[src/rtl/fairy_defs_pkg.sv]
// Shared definitions for the fairy writeback stage: exception codes,
// CP0 register numbers, opcode classes and the pipeline register layout.
package fairy_defs;

  localparam logic [4:0] EXC_ADEL = 5'h04;
  localparam logic [4:0] EXC_ADES = 5'h05;
  localparam logic [4:0] EXC_RI   = 5'h0a;
  localparam logic [4:0] EXC_OV   = 5'h0c;

  localparam logic [4:0] CP0_BADVADDR = 5'd8;
  localparam logic [4:0] CP0_STATUS   = 5'd12;
  localparam logic [4:0] CP0_CAUSE    = 5'd13;
  localparam logic [4:0] CP0_EPC      = 5'd14;

  localparam logic [5:0] OP_LB   = 6'b100000;
  localparam logic [5:0] OP_LH   = 6'b100001;
  localparam logic [5:0] OP_LWL  = 6'b100010;
  localparam logic [5:0] OP_LW   = 6'b100011;
  localparam logic [5:0] OP_LBU  = 6'b100100;
  localparam logic [5:0] OP_LHU  = 6'b100101;
  localparam logic [5:0] OP_LWR  = 6'b100110;
  localparam logic [5:0] OP_SB   = 6'b101000;
  localparam logic [5:0] OP_SH   = 6'b101001;
  localparam logic [5:0] OP_SWL  = 6'b101010;
  localparam logic [5:0] OP_SW   = 6'b101011;
  localparam logic [5:0] OP_SWR  = 6'b101110;
  localparam logic [5:0] OP_COP0 = 6'b010000;

  localparam logic [4:0]  RS_MFC0   = 5'b00000;
  localparam logic [4:0]  RS_MTC0   = 5'b00100;
  localparam logic [31:0] ERET_WORD = 32'h4200_0018;

  typedef enum logic {ST_RUN, ST_FLUSH} wb_state_e;

  typedef struct packed {
    logic [31:0] inst;
    logic [31:0] pc;
    logic [31:0] data;
    logic [4:0]  reg_waddr;
    logic        reg_we;
    logic        delayslot;
    logic        overflow;
    logic        unaligned;
    logic        illegal;
    logic        hilo_we;
    logic        hilo_sel;
  } wb_reg_t;

  function automatic logic is_load(input logic [5:0] op);
    return (op == OP_LB) || (op == OP_LH) || (op == OP_LWL) || (op == OP_LW) ||
           (op == OP_LBU) || (op == OP_LHU) || (op == OP_LWR);
  endfunction

  function automatic logic is_store(input logic [5:0] op);
    return (op == OP_SB) || (op == OP_SH) || (op == OP_SWL) || (op == OP_SW) ||
           (op == OP_SWR);
  endfunction

endpackage

[src/rtl/fairy_wb_stage_cp0.sv]
// Minimal CP0: Status, Cause, EPC and BadVAddr with MTC0 write,
// MFC0 read mux and exception / ERET side effects.
module fairy_cp0_regs
  import fairy_defs::*;
#(
  parameter logic [31:0] RESET_STATUS = 32'h0040_0000
) (
  input  logic        clk,
  input  logic        reset,
  input  logic        exc_we,
  input  logic [4:0]  exc_code,
  input  logic        exc_bd,
  input  logic [31:0] exc_pc,
  input  logic        bad_we,
  input  logic [31:0] bad_val,
  input  logic        eret_we,
  input  logic        mtc0_we,
  input  logic [4:0]  addr,
  input  logic [31:0] wdata,
  output logic [31:0] rdata,
  output logic [31:0] epc_o
);

  logic [31:0] status_q;
  logic [31:0] cause_q;
  logic [31:0] epc_q;
  logic [31:0] badvaddr_q;

  // Exceptions take precedence over ERET, which takes precedence over MTC0.
  always_ff @(posedge clk) begin
    if (reset) begin
      status_q   <= RESET_STATUS;
      cause_q    <= '0;
      epc_q      <= '0;
      badvaddr_q <= '0;
    end else if (exc_we) begin
      cause_q[31]  <= exc_bd;
      cause_q[6:2] <= exc_code;
      // A nested exception keeps the EPC of the first one.
      if (!status_q[1]) epc_q <= exc_bd ? (exc_pc - 32'd4) : exc_pc;
      status_q[1] <= 1'b1;
      if (bad_we) badvaddr_q <= bad_val;
    end else if (eret_we) begin
      status_q[1] <= 1'b0;
    end else if (mtc0_we) begin
      case (addr)
        CP0_STATUS: status_q     <= wdata;
        CP0_CAUSE:  cause_q[9:8] <= wdata[9:8];
        CP0_EPC:    epc_q        <= wdata;
        default:    ;
      endcase
    end
  end

  // MFC0 read mux; unimplemented register numbers read as zero.
  always_comb begin
    rdata = '0;
    case (addr)
      CP0_BADVADDR: rdata = badvaddr_q;
      CP0_STATUS:   rdata = status_q;
      CP0_CAUSE:    rdata = cause_q;
      CP0_EPC:      rdata = epc_q;
      default:      rdata = '0;
    endcase
  end

  assign epc_o = epc_q;

endmodule

[src/rtl/fairy_wb_stage.sv]
// Writeback stage of the fairy pipeline: pipeline register, precise
// exception detection, ERET handling, HI/LO and fetch redirect.
// Optional trace outputs are built when FAIRY_WB_DEBUG_EN is defined.
module fairy_wb_stage
  import fairy_defs::*;
#(
  parameter logic [31:0] EXC_VECTOR   = 32'hBFC00380,
  parameter logic [31:0] RESET_STATUS = 32'h0040_0000
) (
  input  logic        clk,
  input  logic        reset,
  input  logic [31:0] inst_i,
  input  logic [31:0] pc_i,
  input  logic [31:0] data_i,
  input  logic [4:0]  reg_waddr_i,
  input  logic        reg_we_i,
  input  logic        delayslot_i,
  input  logic        overflow_i,
  input  logic        unaligned_addr_i,
  input  logic        illegal_inst_i,
  input  logic        hilo_we_i,
  input  logic        hilo_sel_i,
  output logic        rf_we_o,
  output logic [4:0]  rf_waddr_o,
  output logic [31:0] rf_wdata_o,
  output logic [31:0] hi_o,
  output logic [31:0] lo_o,
  output logic        exception_o,
  output logic        eret_o,
  output logic        redirect_o,
  output logic [31:0] redirect_pc_o,
  output logic [31:0] debug_wb_pc,
  output logic [3:0]  debug_wb_rf_wen,
  output logic [4:0]  debug_wb_rf_wnum,
  output logic [31:0] debug_wb_rf_wdata
);

  wb_reg_t     wb_q;
  wb_state_e   state_q;
  logic [31:0] hi_q, lo_q;
  logic        exc_any, bad_we;
  logic [4:0]  exc_code;
  logic [31:0] bad_val, cp0_rdata, epc;
  logic [5:0]  op;
  logic        is_cop0, is_mtc0, is_mfc0, mem_ld, mem_st;

  assign op      = wb_q.inst[31:26];
  assign is_cop0 = (op == OP_COP0);
  assign is_mtc0 = is_cop0 && (wb_q.inst[25:21] == RS_MTC0);
  assign is_mfc0 = is_cop0 && (wb_q.inst[25:21] == RS_MFC0);
  assign mem_ld  = is_load(op);
  assign mem_st  = is_store(op);

  // Input capture; an outgoing flush replaces the next instruction with a bubble.
  always_ff @(posedge clk) begin
    if (reset || exception_o || eret_o) begin
      wb_q <= '0;
    end else begin
      wb_q <= '{inst: inst_i, pc: pc_i, data: data_i, reg_waddr: reg_waddr_i,
                reg_we: reg_we_i, delayslot: delayslot_i, overflow: overflow_i,
                unaligned: unaligned_addr_i, illegal: illegal_inst_i,
                hilo_we: hilo_we_i, hilo_sel: hilo_sel_i};
    end
  end

  // Exception priority encoder over the registered instruction.
  always_comb begin
    exc_any  = 1'b0;
    exc_code = '0;
    bad_we   = 1'b0;
    bad_val  = '0;
    if (state_q == ST_RUN) begin
      if (wb_q.unaligned && !mem_ld && !mem_st) begin
        exc_any = 1'b1; exc_code = EXC_ADEL; bad_we = 1'b1; bad_val = wb_q.pc;
      end else if (wb_q.illegal) begin
        exc_any = 1'b1; exc_code = EXC_RI;
      end else if (wb_q.overflow) begin
        exc_any = 1'b1; exc_code = EXC_OV;
      end else if (wb_q.unaligned && mem_ld) begin
        exc_any = 1'b1; exc_code = EXC_ADEL; bad_we = 1'b1; bad_val = wb_q.data;
      end else if (wb_q.unaligned && mem_st) begin
        exc_any = 1'b1; exc_code = EXC_ADES; bad_we = 1'b1; bad_val = wb_q.data;
      end
    end
  end

  assign exception_o = exc_any;
  assign eret_o      = (state_q == ST_RUN) && !exc_any && (wb_q.inst == ERET_WORD);

  fairy_cp0_regs #(.RESET_STATUS(RESET_STATUS)) u_cp0 (
    .clk      (clk),
    .reset    (reset),
    .exc_we   (exc_any),
    .exc_code (exc_code),
    .exc_bd   (wb_q.delayslot),
    .exc_pc   (wb_q.pc),
    .bad_we   (bad_we),
    .bad_val  (bad_val),
    .eret_we  (eret_o),
    .mtc0_we  (is_mtc0 && !exc_any),
    .addr     (wb_q.inst[15:11]),
    .wdata    (wb_q.data),
    .rdata    (cp0_rdata),
    .epc_o    (epc)
  );

  // Flush sequencer: one redirect cycle after each exception or ERET.
  always_ff @(posedge clk) begin
    if (reset) begin
      state_q       <= ST_RUN;
      redirect_o    <= 1'b0;
      redirect_pc_o <= '0;
    end else begin
      case (state_q)
        ST_RUN: begin
          if (exc_any) begin
            state_q       <= ST_FLUSH;
            redirect_o    <= 1'b1;
            redirect_pc_o <= EXC_VECTOR;
          end else if (eret_o) begin
            state_q       <= ST_FLUSH;
            redirect_o    <= 1'b1;
            redirect_pc_o <= epc;
          end else begin
            redirect_o    <= 1'b0;
            redirect_pc_o <= '0;
          end
        end
        default: begin
          state_q       <= ST_RUN;
          redirect_o    <= 1'b0;
          redirect_pc_o <= '0;
        end
      endcase
    end
  end

  // HI/LO update, dropped when the instruction faults.
  always_ff @(posedge clk) begin
    if (reset) begin
      hi_q <= '0;
      lo_q <= '0;
    end else if (wb_q.hilo_we && !exc_any) begin
      if (wb_q.hilo_sel) hi_q <= wb_q.data;
      else               lo_q <= wb_q.data;
    end
  end

  assign hi_o       = hi_q;
  assign lo_o       = lo_q;
  assign rf_we_o    = wb_q.reg_we && !exc_any && (wb_q.reg_waddr != 5'd0);
  assign rf_waddr_o = wb_q.reg_waddr;
  assign rf_wdata_o = is_mfc0 ? cp0_rdata : wb_q.data;

`ifdef FAIRY_WB_DEBUG_EN
  assign debug_wb_pc       = wb_q.pc;
  assign debug_wb_rf_wen   = {4{rf_we_o}};
  assign debug_wb_rf_wnum  = rf_waddr_o;
  assign debug_wb_rf_wdata = rf_wdata_o;
`else
  assign debug_wb_pc       = '0;
  assign debug_wb_rf_wen   = '0;
  assign debug_wb_rf_wnum  = '0;
  assign debug_wb_rf_wdata = '0;
`endif

endmodule
[config.mk]
export PLATFORM = sky130hd
export DESIGN_NAME = fairy_wb_stage
export DESIGN_NICKNAME = d
export VERILOG_FILES = /design/src/rtl/fairy_defs_pkg.sv /design/src/rtl/fairy_wb_stage_cp0.sv /design/src/rtl/fairy_wb_stage.sv
export SDC_FILE = /design/constraint.sdc
export NUM_CORES = 1
export LEC_CHECK = 0
export BUFFER_PORTS_ARGS = -buffer_cell sky130_fd_sc_hd__buf_2
export CORE_MARGIN = 2
export CORE_UTILIZATION = 40
export CTS_BUF_LIST = sky130_fd_sc_hd__clkbuf_4 sky130_fd_sc_hd__clkbuf_8
export CTS_CLUSTER_DIAMETER = 120
export DETAILED_ROUTE_END_ITERATION = 12
export PLACE_DENSITY = 0.65
export SYNTH_ARGS = -nofsm -noshare
export SYNTH_HDL_FRONTEND = slang
export SYNTH_HIERARCHICAL = 1
export SYNTH_SLANG_ARGS = --single-unit
export TNS_END_PERCENT = 50
[constraint.sdc]
create_clock -name clk -period 2.7 [get_ports clk]
set_input_delay 0.54 -clock clk [delete_from_list [all_inputs] [get_ports clk]]
set_output_delay 0.54 -clock clk [all_outputs]
set_load 0.02 [all_outputs]
==> results.md, run 1 <==
- The share of the synthesized area in compound gates (AO/OA/AOI/OAI) came to 0.148.
- In this run, post-CTS hold repair placed 0 buffers.
- TritonCTS built the clock tree.
- The number of synthesized flops with an enable pin is 0.
- The final reports fail on setup timing.
- The remaining antenna violation count is 0.
- The async set-reset flop share out of synthesis is 0.
- The run finished, with violations left.
- During placement, the flow inserted port buffers numbering between 200 and 250.
- In this run the tightest slew margin relative to its limit is 0.431.
- The synthesized-area fraction occupied by xor and xnor cells is 0.0143.
- The area of the die is 0.0336 mm2.
- At the worst endpoint, the arrival time is 2.43 ns.
- The aggregate negative setup slack is -7.65 ns.
- By area, the combinational part of the netlist is dominated by simple AND/OR/NAND/NOR gates.
- The critical path's most frequent cell is buf_6.
- The gate family responsible for the most delay along the worst path is simple AND/OR/NAND/NOR gates.
- The peak supply drop is between 300 and 400 uV.
- At the pin with the least slew margin, the transition time is 0.853 ns.
- The number of endpoints failing setup at the final stage is 32.
- The required time reported for the critical path endpoint is about 2.2 ns.
- For this design the ratio of total power to cell area is around 670 mW/mm2.
- The launching instance or port of the critical path is wb_q[100]$_SDFF_PP0_.
- The reg-to-reg startpoint is wb_q[100]$_SDFF_PP0_.
- The H-tree was split into 2 levels.
- The diode insertion count for antenna repair is 0.
- Summing all non-filler instances in the final layout gives an area of between 0.015 and 0.02 mm2.
- The clock net sink count is a little over 300.
- The clock skew is a little under 0.04 ns.
- The synthesized netlist occupies a cell area of about 0.013 mm2.
- The core region is about 0.032 mm2.
- The initial antenna violation count is 0.
- The horizontal die dimension is 183 um.
- The violation count after the first detailed-routing iteration is roughly 850.
- Counting cells, the worst reg-to-reg path comes to 13.
- The later-pin clock latency in the skew report is around 0.59 ns.
- The die is roughly 180 um tall.
- The root buffer cell is clkbuf_8.
- Clock-pin slew was measured on the worst setup and hold paths at roughly 0.06 ns.
- The share of cells above drive strength 1 is 0.272.
- After detailed routing, the number of remaining DRC violations is 0.
- Of the total synthesized cell area, the portion taken by AND, OR, NAND and NOR gates is 0.226.
- Of the available clock period, the critical path in the final layout requires 1.10.
- After legalization and detailed placement, the total HPWL measured about 26000 um.
- The synthesized netlist contains 66 unique library cells.
- The hold path startpoint is reg_we_i.
- The critical path is of the reg2out type.
- The final hold violation count is 0.
- Of the synthesized area, sequential elements account for 0.482.
- The met3 wire length is approximately 3100 um.
- The setup check on the worst reg-to-reg path leaves a slack of about 0.020 ns.
- The aggregate global-route resource usage is 0.226.
- The overall routed net length is 39600 um.
- Setup repair after global routing could not meet its margin everywhere.
- The global placement routability congestion is 0.864.
- The worst-path cell with the longest stage delay is mux2_4.
- Setup slack on the critical path of the routed design comes to -0.269 ns.
- The most common cell after layout, fill and taps aside is dfxtp_1.
- Of the total synthesized cell area, the portion taken by full adders, half adders and majority gates is 0.000974.
- The max-cap check violation count is 0.
- The pin count of the biggest net entering global routing is 109.
- The worst register-to-register path ends at u_cp0/epc_o[8]$_SDFFE_PP0P_.
- The via total after detailed routing is between 10000 and 15000.
- The most frequently used flop master after synthesis is dfxtp_1.
- In this run, CTS created clock tree buffers numbering 52.
- The worst path in the final design needs a cycle of roughly 3.0 ns, including I/O delays and setup.
- The number of rows in the core area is 65.
- The count of buffer and inverter cells on the critical path is 3.
- The mux cell area share after synthesis is 0.0383.
- The total global routing overflow is 0.
- The largest single stage delay on the critical path is 0.33 ns.
- The count of TritonRoute iterations in the first routing pass is 6.
- The kind of launch point of the worst setup path is a flop.
- The first global-routing pass estimated approximately 59000 um of wire.
- The Yosys step of the flow raised 6 warnings.
- The routed design uses around 19000 um of met2 wire.
- The terminating pin of the worst hold path is wb_q[6]$_SDFF_PP0_.
- The average footprint of a synthesized cell is roughly 8.8 um2.
- The layout net count is 1834.
- The depth of the worst hold-timing path is 2.
- Counting every instance in the synthesized netlist gives ~1500.
- The maximum clock rate is roughly 340 MHz.
- In this run the worst path has a maximum fanout of 7.
- In the layout the commonest cells are dfxtp_1 (307), nand2_1 (294), buf_2 (214).
- Pin placement for this block handled 320 I/O pins.
- The via count of the first global-routing pass is approximately 11000.
- The total of flip-flops plus latches after synthesis is approximately 310.
- The highest metal layer with signal wires is met4.
- After detailed routing, the average wire length per cell comes to 18.4 um.
- The signal on the critical path passes through nor4_4 > nand4b_1 > nor3_4 > buf_6 > buf_12 > mux2_4 > buf_6.
- The leakage power of the design is 6.89 nW.
- The longest clock path from root to sink contains 3 buffers.
- Using the TritonRoute via totals, the vias-per-cell ratio works out to 5.22.
- The final number of max-transition violations is 0.
- Compared with the post-synthesis result, the final layout area differs by 25.9%.
- The met1 wire length is 16400 um.
- The initial utilization of the core area, before any placement, comes to 0.407.
- The final-layout fill cell count is between 3000 and 4000.
- In this run the worst hold path is classified as in2reg.
- The kind of end point of the critical path is a primary output.
- In this run the cell area measured after placement is between 0.01 and 0.015 mm2.
-- power breakdown --
part	internal [mW]	total [mW]	switching, mW
combinational	0.662	1.60	0.942
sequential	4.79	5.07	0.274
clock	2.38	4.20	1.82
total	7.83	10.9	3.04
-- state kept, by name, summed over array words and instances, names as in the netlist --
name,cells
state_q,1
u_cp0/badvaddr_q,32
u_cp0/epc_o,32
lo_o,32
wb_q,97
redirect_pc_o,32
u_cp0/status_q,32
u_cp0/cause_q,8
op,6
rf_waddr_o,5
hi_o,32
-- synthesized netlist by cell type (all sizes together), types with 4 or more instances --
| cell type | count | area, um2 |
|---|---|---|
| o211ai | 6 | 45.0 |
| nor3 | 22 | 141 |
| xor2 | 10 | 87.6 |
| a31oi | 9 | 56.3 |
| or4 | 4 | 30.0 |
| a21oi | 147 | 736 |
| or3 | 7 | 43.8 |
| mux2 | 33 | 372 |
| a222oi | 24 | 240 |
| and2 | 117 | 732 |
| o22ai | 4 | 25.0 |
| clkbuf | 67 | 262 |
| nor2b | 6 | 37.5 |
| mux2i | 12 | 120 |
| inv | 31 | 116 |
| a211oi | 6 | 45.0 |
| a211o | 6 | 52.6 |
| o21ai | 12 | 60.1 |
| a21o | 12 | 90.1 |
| xnor2 | 11 | 96.3 |
| a22oi | 16 | 120 |
| nor3b | 29 | 234 |
| nand4 | 6 | 37.5 |
| nor2 | 38 | 148 |
| buf | 109 | 773 |
| nor4b | 11 | 96.3 |
| nor4 | 11 | 68.8 |
| nand3 | 15 | 92.6 |
| a22o | 32 | 280 |
| dfxtp | 309 | 6190 |
| nand2 | 294 | 1100 |
-- stage by stage --
| step | power (mW) | hold slack, ns | util | instances | setup WS (ns) |
|---|---|---|---|---|---|
| CTS | 10.9 | 0.106 | 0.503 | 2142 | -0.357 |
| floorplan | 6.07 | 0.436 | - | 1525 | 0.0432 |
| detailed placement | 6.54 | 0.444 | 0.454 | 2051 | -0.0385 |
| finish | 10.9 | 0.143 | 0.512 | 2156 | -0.269 |
| global placement | 6.51 | 0.440 | 0.454 | 2051 | -0.0344 |
| global route | 11.3 | 0.121 | 0.512 | 2156 | -0.401 |
-- routing by layer --
layer / GRT usage / vias to the layer above
li1: - / 5361
met5: 0 / -
met2: 0.379 / 526
met1: 0.286 / 5273
met3: 0.0477 / 89
met4: 0.0874 / 0
-- area by class of cell --
| class | instances | area, um2 | share of cell area |
|---|---|---|---|
| inverter | 31 | 116 | 0.00720 |
| tap | 402 | 503 | 0.0311 |
| clock inverter | 6 | 71.3 | 0.00441 |
| multi-input combinational | 1010 | 6110 | 0.378 |
| clock buffer | 79 | 975 | 0.0603 |
| sequential | 309 | 6190 | 0.383 |
| timing repair buffer | 319 | 2200 | 0.136 |
-- worst max path at each step --
| stage | end | slack, ns | cells after the start |
|---|---|---|---|
| finish | rf_wdata_o[22] | -0.27 | 7 |
| global route | rf_wdata_o[5] | -0.40 | 7 |
| CTS | rf_wdata_o[22] | -0.36 | 7 |
| detailed placement | u_cp0/epc_o[15]$_SDFFE_PP0P_ | -0.04 | 11 |
| global placement | u_cp0/epc_o[15]$_SDFFE_PP0P_ | -0.03 | 11 |
| floorplan | u_cp0/epc_o[31]$_SDFFE_PP0P_ | 0.04 | 8 |
-- worst register-to-register path, delay by kind of cell (launching register included) --
family	cells	cell delay, ns
buf+inv	5	0.84
simple gates	5	1.05
compound gates	3	0.31
flops	1	0.32
-- what timing repair did --
action | in CTS | in global routing
pin swaps | 8 | 6
hold endpoints to repair | 0 | 0
setup endpoints to repair | 52 | 77
resized for setup | 114 | 30
buffers inserted | 3 | 11
gates cloned | 3 | 3
-- cells by family after synthesis --
| logic type | count (synthesis) |
|---|---|
| AND/OR/NAND/NOR | 578 |
| flip-flops | 309 |
| AO/OA/AOI/OAI | 290 |
| buffers and inverters | 207 |
| multiplexers | 45 |
| XOR/XNOR | 21 |
| adder cells (fa/ha/maj) | 1 |
| other | 1 |
(Power assumes the default switching activity.)
==> run 2: changes to the inputs <==
--- a/config.mk
+++ b/config.mk
@@ -11,7 +11,7 @@
 export CTS_BUF_LIST = sky130_fd_sc_hd__clkbuf_4 sky130_fd_sc_hd__clkbuf_8
 export CTS_CLUSTER_DIAMETER = 120
 export DETAILED_ROUTE_END_ITERATION = 12
-export PLACE_DENSITY = 0.65
+export PLACE_DENSITY = 0.66
 export SYNTH_ARGS = -nofsm -noshare
 export SYNTH_HDL_FRONTEND = slang
 export SYNTH_HIERARCHICAL = 1
==> constraint.sdc (replaced) <==
create_clock -name clk -period 2.8 [get_ports clk]
set_input_delay 0.56 -clock clk [delete_from_list [all_inputs] [get_ports clk]]
set_output_delay 0.56 -clock clk [all_outputs]
set_load 0.02 [all_outputs]
==> run 2 against run 1 <==
  * The flow still finishes with violations (setup timing)
  * Combinational power fell by 7%
  * Non-clock buffer count decreased by 9
  * Setup slack improved by 0.086 ns
  * Largest cell class unchanged
==> results.md, run 2 (synthesized netlist as in run 1, its figures left out) <==
- The register ranked first by flip-flop count is wb_q (unchanged).
- The final hold violation count is 0 (unchanged).
- The gate family responsible for the most delay along the worst path is simple AND/OR/NAND/NOR gates (unchanged).
- The part of the total power dissipated in sequential elements is 0.447 (was 0.466).
- The pin count of the biggest net entering global routing is 87 (was 109).
- The relative area change from synthesis to final layout is 25.8% (was 25.9%).
- The hold buffer count at cts is 0 (unchanged).
- The final number of max-transition violations was 0 (unchanged).
- The height of the chip is 183 um (unchanged).
- The worst-path cell with the longest stage delay is dfxtp_2 (was mux2_4).
- The number of cells in the finished layout apart from fillers is 2157 (was 2156).
- The number of rows in the core area is 65 (unchanged).
- The violation count after the first detailed-routing iteration came to 983 (was 849).
- The critical path's most frequent cell is buf_6 (unchanged).
- The leakage power of the design is 6.91 nW (was 6.89 nW).
- The count of buffer and inverter cells on the critical path is 3 (unchanged).
- The global placement routability congestion was 0.878 (was 0.864).
- The transition time of the tightest slew-check pin is 0.822 ns (was 0.853 ns).
- The switching power as a share of total power is 0.273 (was 0.280).
- The post-detailed-route DRC marker count is 0 (unchanged).
- The clock skew is 0.0230 ns (was 0.0394 ns).
- The endpoint arrival time on the critical path was 2.42 ns (was 2.43 ns).
- The hold path startpoint is data_i[25] (was reg_we_i).
- The kind of launch point of the worst setup path is a flop (unchanged).
- Setup repair after global routing missed its margin: yes (unchanged).
- The total global routing overflow is 0 (unchanged).
- Worst-path cell chain: nor4_4 > nand4b_1 > nor3_4 > buf_6 > clkbuf_16 > mux2_4 > buf_6 (was nor4_4 > nand4b_1 > nor3_4 > buf_6 > buf_12 > mux2_4 > buf_6).
- The count of TritonRoute iterations in the first routing pass is 6 (unchanged).
- The most common cell after layout, fill and taps aside is dfxtp_1 (unchanged).
- Counting I/O delays and the setup requirement, the final critical path takes between 2 and 3 ns.
- The CTS clock-pin slew for the worst setup and hold paths is 0.06 ns (about the same).
- The launching instance or port of the critical path is op[3]$_SDFF_PP0_ (was wb_q[100]$_SDFF_PP0_).
- The relative slew slack is 0.452 (was 0.431).
- The H-tree depth is 2 (unchanged).
- The wire length per cell after detailed routing is 18.4 um (about the same).
- The maximum clock rate is roughly 340 MHz.
- The starting utilization of the core area is 0.407 (unchanged).
- The cell count after placement is 2047 (was 2051).
- In the finished design, the share of the clock period the worst path needs comes to 1.07.
- The final critical-path setup slack is -0.183 ns (was -0.269 ns).
- The global-route wire length before repair is 59100 um (was 59500 um).
- The startpoint-to-endpoint class of the critical path is reg2out (unchanged).
- The part of the power in the clock network is 0.416 (was 0.386).
- The peak supply drop is 469 uV (was 380 uV).
- The layout net count is 1824 (was 1834).
- The class of the most critical hold timing path is in2reg (unchanged).
- The later-pin clock latency in the skew report is 0.58 ns (was 0.59 ns).
- The count of buffers from port buffering is 246 (unchanged).
- The final core utilization is 0.512 (about the same).
- The clock net sink count was 309 (unchanged).
- Violated checks: setup timing (unchanged).
- Most used cells in the layout excluding fill and tap cells: dfxtp_1 (307), nand2_1 (294), buf_2 (213) (was dfxtp_1 (307), nand2_1 (294), buf_2 (214)).
- The horizontal die dimension is 183 um (unchanged).
- The area of the die came to 0.0336 mm2 (unchanged).
- The via total after detailed routing came to 11256 (was 11249).
- The aggregate global-route resource usage was 0.225 (was 0.226).
- The largest buffer count on any clock path is 3 (unchanged).
- The boundary pin count is 320 (unchanged).
- The kind of end point of the critical path is a primary output (unchanged).
- The flip-flop count of the largest register, all copies and words added is 97 (unchanged).
- The maximum fanout count along the critical path is 8 (was 7).
- The longest individual stage delay on the worst path is 0.33 ns (about the same).
- The via count of the first global-routing pass came to 10602 (was 10582).
- The reg-to-reg startpoint is op[3]$_SDFF_PP0_ (was wb_q[100]$_SDFF_PP0_).
- The half-perimeter wire length of the detailed placement result is 26400 um (was 25900 um).
- The required time reported for the critical path endpoint is 2.24 ns (was 2.16 ns).
- The power after layout is 11.0 mW (was 10.9 mW).
- The power spent charging and discharging nets is 2.99 mW (was 3.04 mW).
- The remaining antenna violation count is 0 (unchanged).
- The part of the power in combinational logic is 0.136 (was 0.148).
- The total power per unit cell area is 678 mW/mm2 (was 672 mW/mm2).
- The total core area came to 0.0316 mm2 (unchanged).
- The via-per-instance ratio is 5.22 (about the same).
- The share of cells above drive strength 1 is 0.267 (was 0.272).
- The number of endpoints failing setup at the final stage is 32 (unchanged).
- The overall routed net length came to 39700 um (was 39600 um).
- The design internal power is 7.96 mW (was 7.83 mW).
- The setup slack at placement is -0.0897 ns (was -0.0385 ns).
- Status: finished with violations (unchanged).
- The clock tree from TritonCTS is done (unchanged).
- The initial antenna violation count is 0 (unchanged).
- The number of buffers inserted during clock tree synthesis is 52 (unchanged).
- The diode insertion count for antenna repair is 0 (unchanged).
- The max-cap check violation count was 0 (unchanged).
- The root buffer cell is clkbuf_8 (unchanged).
## run 2: per-stage QoR
| stage | TNS, ns | hold slack [ns] | area [um2] |
|---|---|---|---|
| finish | -4.68 | 0.169 | 16200 |
| CTS | -8.74 | 0.138 | 15800 |
| detailed placement | -0.460 | 0.444 | 14300 |
| floorplan | 0 | 0.436 | 13100 |
| global placement | 0 | 0.441 | 14300 |
| global route | -8.80 | 0.156 | 16200 |
## run 2: power groups by stage
stage / combinational [mW] / sequential [mW] / clock (mW)
finish: 1.49 / 4.90 / 4.56
global route: 1.62 / 4.92 / 4.87
CTS: 1.40 / 4.89 / 4.66
detailed placement: 1.33 / 4.98 / 0
global placement: 1.31 / 4.97 / 0
floorplan: 0.955 / 4.90 / 0
## run 2: cell type report
| cell class | count | area, um2 |
|---|---|---|
| Timing Repair Buffer | 310 | 2110 |
| Clock inverter | 16 | 186 |
| Tap cell | 402 | 503 |
| Clock buffer | 80 | 1030 |
| Multi-Input combinational cell | 1009 | 6020 |
| Fill cell | 3018 | 15400 |
| Sequential cell | 309 | 6190 |
| Inverter | 31 | 116 |
## run 2: final timing paths
check,to,slack (ns),depth (start not counted)
max reg2reg,u_cp0/epc_o[31]$_SDFFE_PP0P_,0.12,10
max,rf_wdata_o[1],-0.18,7
min reg2reg,hi_o[12]$_SDFFE_PP0P_,0.45,2
min,wb_q[37]$_SDFF_PP0_,0.17,2
## run 2: repair_timing
item | CTS | global route
pin swaps | 4 | 6
buffers inserted | 4 | 6
cloned | 2 | 3
gates resized for setup | 61 | 61
endpoints found under the setup margin | 48 | 56
## run 2: routing by layer
layer  vias to the layer above  share of wire  global-route usage  wire length [um]
met4                         0          0.033              0.0864              1300
li1                       5345              -                   -                 -
met5                         -              0                   0                 0
met1                      5261           0.41               0.288             16400
met3                        99          0.086              0.0485              3420
met2                       551           0.47               0.371             18600
==> run 3: changes to the inputs <==
--- a/config.mk
+++ b/config.mk
@@ -12,6 +12,7 @@
 export CTS_CLUSTER_DIAMETER = 120
 export DETAILED_ROUTE_END_ITERATION = 12
 export PLACE_DENSITY = 0.66
+export RECOVER_POWER = 50
 export SYNTH_ARGS = -nofsm -noshare
 export SYNTH_HDL_FRONTEND = slang
 export SYNTH_HIERARCHICAL = 1
==> run 3 against run 2 <==
  * The flow still finishes with violations (setup timing)
  * Wire length grew 0.19%
  * Register-to-register slack barely moved
  * Hold slack worse by 0.0025 ns
  * Cell count unchanged
  * Setup slack improved by 0.0024 ns
  * Clock power about the same
  * Critical path depth unchanged
  * Sequential power about the same
  * First-iteration DRC count up 3.4%
  * Final area decreased by 0.97%
  * Global-route usage did not move
  * Die area stayed put
==> results.md, run 3 (synthesized netlist as in run 1, its figures left out) <==
- Status: finished with violations (unchanged).
- Violated checks: setup timing (unchanged).
- The later-pin clock latency in the skew report was 0.59 ns (was 0.58 ns).
- The peak supply drop is 469 uV (about the same).
- The aggregate global-route resource usage came to 0.225 (unchanged).
- The initial antenna violation count is 0 (unchanged).
- The post-detailed-route DRC marker count was 0 (unchanged).
- The maximum clock rate came to 335 MHz (about the same).
- The global placement routability congestion is 0.878 (unchanged).
- The most common cell after layout, fill and taps aside is dfxtp_1 (unchanged).
- The register ranked first by flip-flop count is wb_q (unchanged).
- Most used cells in the layout excluding fill and tap cells: dfxtp_1 (307), nand2_1 (294), a21oi_1 (147) (was dfxtp_1 (307), nand2_1 (294), buf_2 (213)).
- The kind of launch point of the worst setup path is a flop (unchanged).
- The via total after detailed routing came to 11226 (was 11256).
- The count of TritonRoute iterations in the first routing pass came to 8 (was 6).
- The depth of the worst register-to-register path is 10 (unchanged).
- The boundary pin count is 320 (unchanged).
- The starting utilization of the core area is 0.407 (unchanged).
- The area of the die is 0.0336 mm2 (unchanged).
- The clock net sink count came to 309 (unchanged).
- The cell count after placement came to 2047 (unchanged).
- The clock skew came to 0.0253 ns (was 0.0230 ns).
- The layout net count is 1824 (unchanged).
- The largest buffer count on any clock path is 3 (unchanged).
- The hold buffer count at cts is 0 (unchanged).
- The count of buffers from port buffering is 246 (unchanged).
- The number of buffers inserted during clock tree synthesis is 52 (unchanged).
- The depth of the worst hold-timing path is 2 (unchanged).
- The critical path's most frequent cell is buf_6 (unchanged).
- The maximum fanout count along the critical path is 8 (unchanged).
- The total global routing overflow came to 0 (unchanged).
- The horizontal die dimension was 183 um (unchanged).
- The part of the total power dissipated in sequential elements is 0.448 (was 0.447).
- The diode insertion count for antenna repair is 0 (unchanged).
- The number of endpoints failing setup at the final stage is 34 (was 32).
- The part of the power in combinational logic is 0.135 (was 0.136).
- The remaining antenna violation count was 0 (unchanged).
- The via count of the first global-routing pass was 10602 (unchanged).
- The part of the power in the clock network was 0.417 (was 0.416).
- The max-cap check violation count is 0 (unchanged).
- The number of rows in the core area was 65 (unchanged).
- The power spent charging and discharging nets is 2.99 mW (about the same).
- The final critical delay including setup and external delays is 2.98 ns (about the same).
- The transition time of the tightest slew-check pin came to 1.07 ns (was 0.822 ns).
- The number of cells in the finished layout apart from fillers is 2157 (unchanged).
- The height of the chip was 183 um (unchanged).
- The H-tree depth is 2 (unchanged).
- The clock tree from TritonCTS is done (unchanged).
- The longest individual stage delay on the worst path is 0.33 ns (about the same).
- The CTS clock-pin slew for the worst setup and hold paths is 0.06 ns (about the same).
- The final design area excluding fillers is 0.0160 mm2 (was 0.0162 mm2).
- The final critical-path setup slack came to -0.181 ns (was -0.183 ns).
- The switching power as a share of total power is 0.273 (about the same).
- The startpoint-to-endpoint class of the critical path was reg2out (unchanged).
- The relative slew slack is 0.284 (was 0.452).
- The pin count of the biggest net entering global routing is 87 (unchanged).
- The cell area after placement is 0.0143 mm2 (unchanged).
- Worst-path cell chain: nor4_4 > nand4b_1 > nor3_4 > buf_6 > clkbuf_16 > mux2_4 > buf_6 (unchanged).
- The endpoint arrival time on the critical path is 2.42 ns (about the same).
- The total power per unit cell area is 684 mW/mm2 (was 678 mW/mm2).
- The aggregate negative setup slack is -4.96 ns (was -4.68 ns).
- The kind of end point of the critical path is a primary output (unchanged).
- The global-route wire length before repair is 59100 um (unchanged).
- The required time reported for the critical path endpoint is 2.24 ns (about the same).
- The relative area change from synthesis to final layout is 24.6% (was 25.8%).
- The setup slack at placement is -0.0897 ns (unchanged).
- The final hold violation count is 0 (unchanged).
- The class of the most critical hold timing path is in2reg (unchanged).
- The violation count after the first detailed-routing iteration is 1016 (was 983).
- The via-per-instance ratio came to 5.20 (was 5.22).
- The flip-flop count of the largest register, all copies and words added is 97 (unchanged).
- The wire length per cell after detailed routing was 18.4 um (about the same).
- The share of cells above drive strength 1 was 0.207 (was 0.267).
- The overall routed net length is 39800 um (was 39700 um).
- The root buffer cell was clkbuf_8 (unchanged).
- The half-perimeter wire length of the detailed placement result is 26400 um (unchanged).
- The design internal power came to 7.95 mW (was 7.96 mW).
- The final critical-path share of the clock period is 1.06 (was 1.07).
- The final core utilization is 0.507 (was 0.512).
- Setup repair after global routing missed its margin: yes (unchanged).
- The leakage power of the design came to 6.47 nW (was 6.91 nW).
- The total core area is 0.0316 mm2 (unchanged).
- The final number of max-transition violations is 0 (unchanged).
- The worst-path cell with the longest stage delay is dfxtp_2 (unchanged).
## run 3: changes by cell type in the layout (fill, tap and decap cells not counted), sizes merged
cell | before | now
buf | 307 | 203
clkbuf | 83 | 187
## run 3: power by group through the flow
stage | Sequential [mW] | Combinational (mW) | Clock [mW]
6_report | 4.90 | 1.48 | 4.56
5_1_grt | 4.92 | 1.60 | 4.87
4_1_cts | 4.89 | 1.40 | 4.66
3_5_place_dp | 4.98 | 1.33 | 0
3_3_place_gp | 4.97 | 1.31 | 0
2_1_floorplan | 4.90 | 0.955 | 0
## run 3: final cells by class
class                      instances  area (um2)
multi-input combinational       1009        6010
sequential                       309        6190
inverter                          31         116
timing repair buffer             310        1960
clock buffer                      80        1030
tap                              402         503
fill                            3078       15600
clock inverter                    16         186
## run 3: final timing paths
kind / startpoint / end / slack [ns]
min reg2reg: u_cp0/badvaddr_q[19]$_SDFFE_PP0P_ / u_cp0/badvaddr_q[19]$_SDFFE_PP0P_ / 0.45
min: data_i[25] / wb_q[37]$_SDFF_PP0_ / 0.17
max reg2reg: op[3]$_SDFF_PP0_ / u_cp0/epc_o[31]$_SDFFE_PP0P_ / 0.12
max: op[3]$_SDFF_PP0_ / rf_wdata_o[1] / -0.18
## run 3: critical path, delay by kind of cell (launching register included)
family | cells | cell delay [ns]
muxes | 1 | 0.33
and+or+nand+nor | 3 | 0.70
buffers and inverters | 3 | 0.49
DFF | 1 | 0.33
## run 3: timing repair
action                                  4_1_cts  5_1_grt
gates cloned                                  2        3
endpoints found under the hold margin         0        0
gates resized for setup                      61       61
pin swaps                                     4        6
buffers inserted                              4        6
endpoints found under the setup margin       48       56
## run 3: metrics by stage
step / total power [mW] / hold WS [ns]
finish: 10.9 / 0.167
global route: 11.4 / 0.156
CTS: 11.0 / 0.138
detailed placement: 6.31 / 0.444
global placement: 6.29 / 0.441
floorplan: 5.85 / 0.436
## run 3: routing by layer
metal / vias up / wire (um) / track usage
met3: 100 / 3330 / 0.0485
met5: - / 0 / 0
li1: 5347 / - / -
met4: 0 / 1340 / 0.0864
met2: 538 / 18500 / 0.371
met1: 5241 / 16600 / 0.288
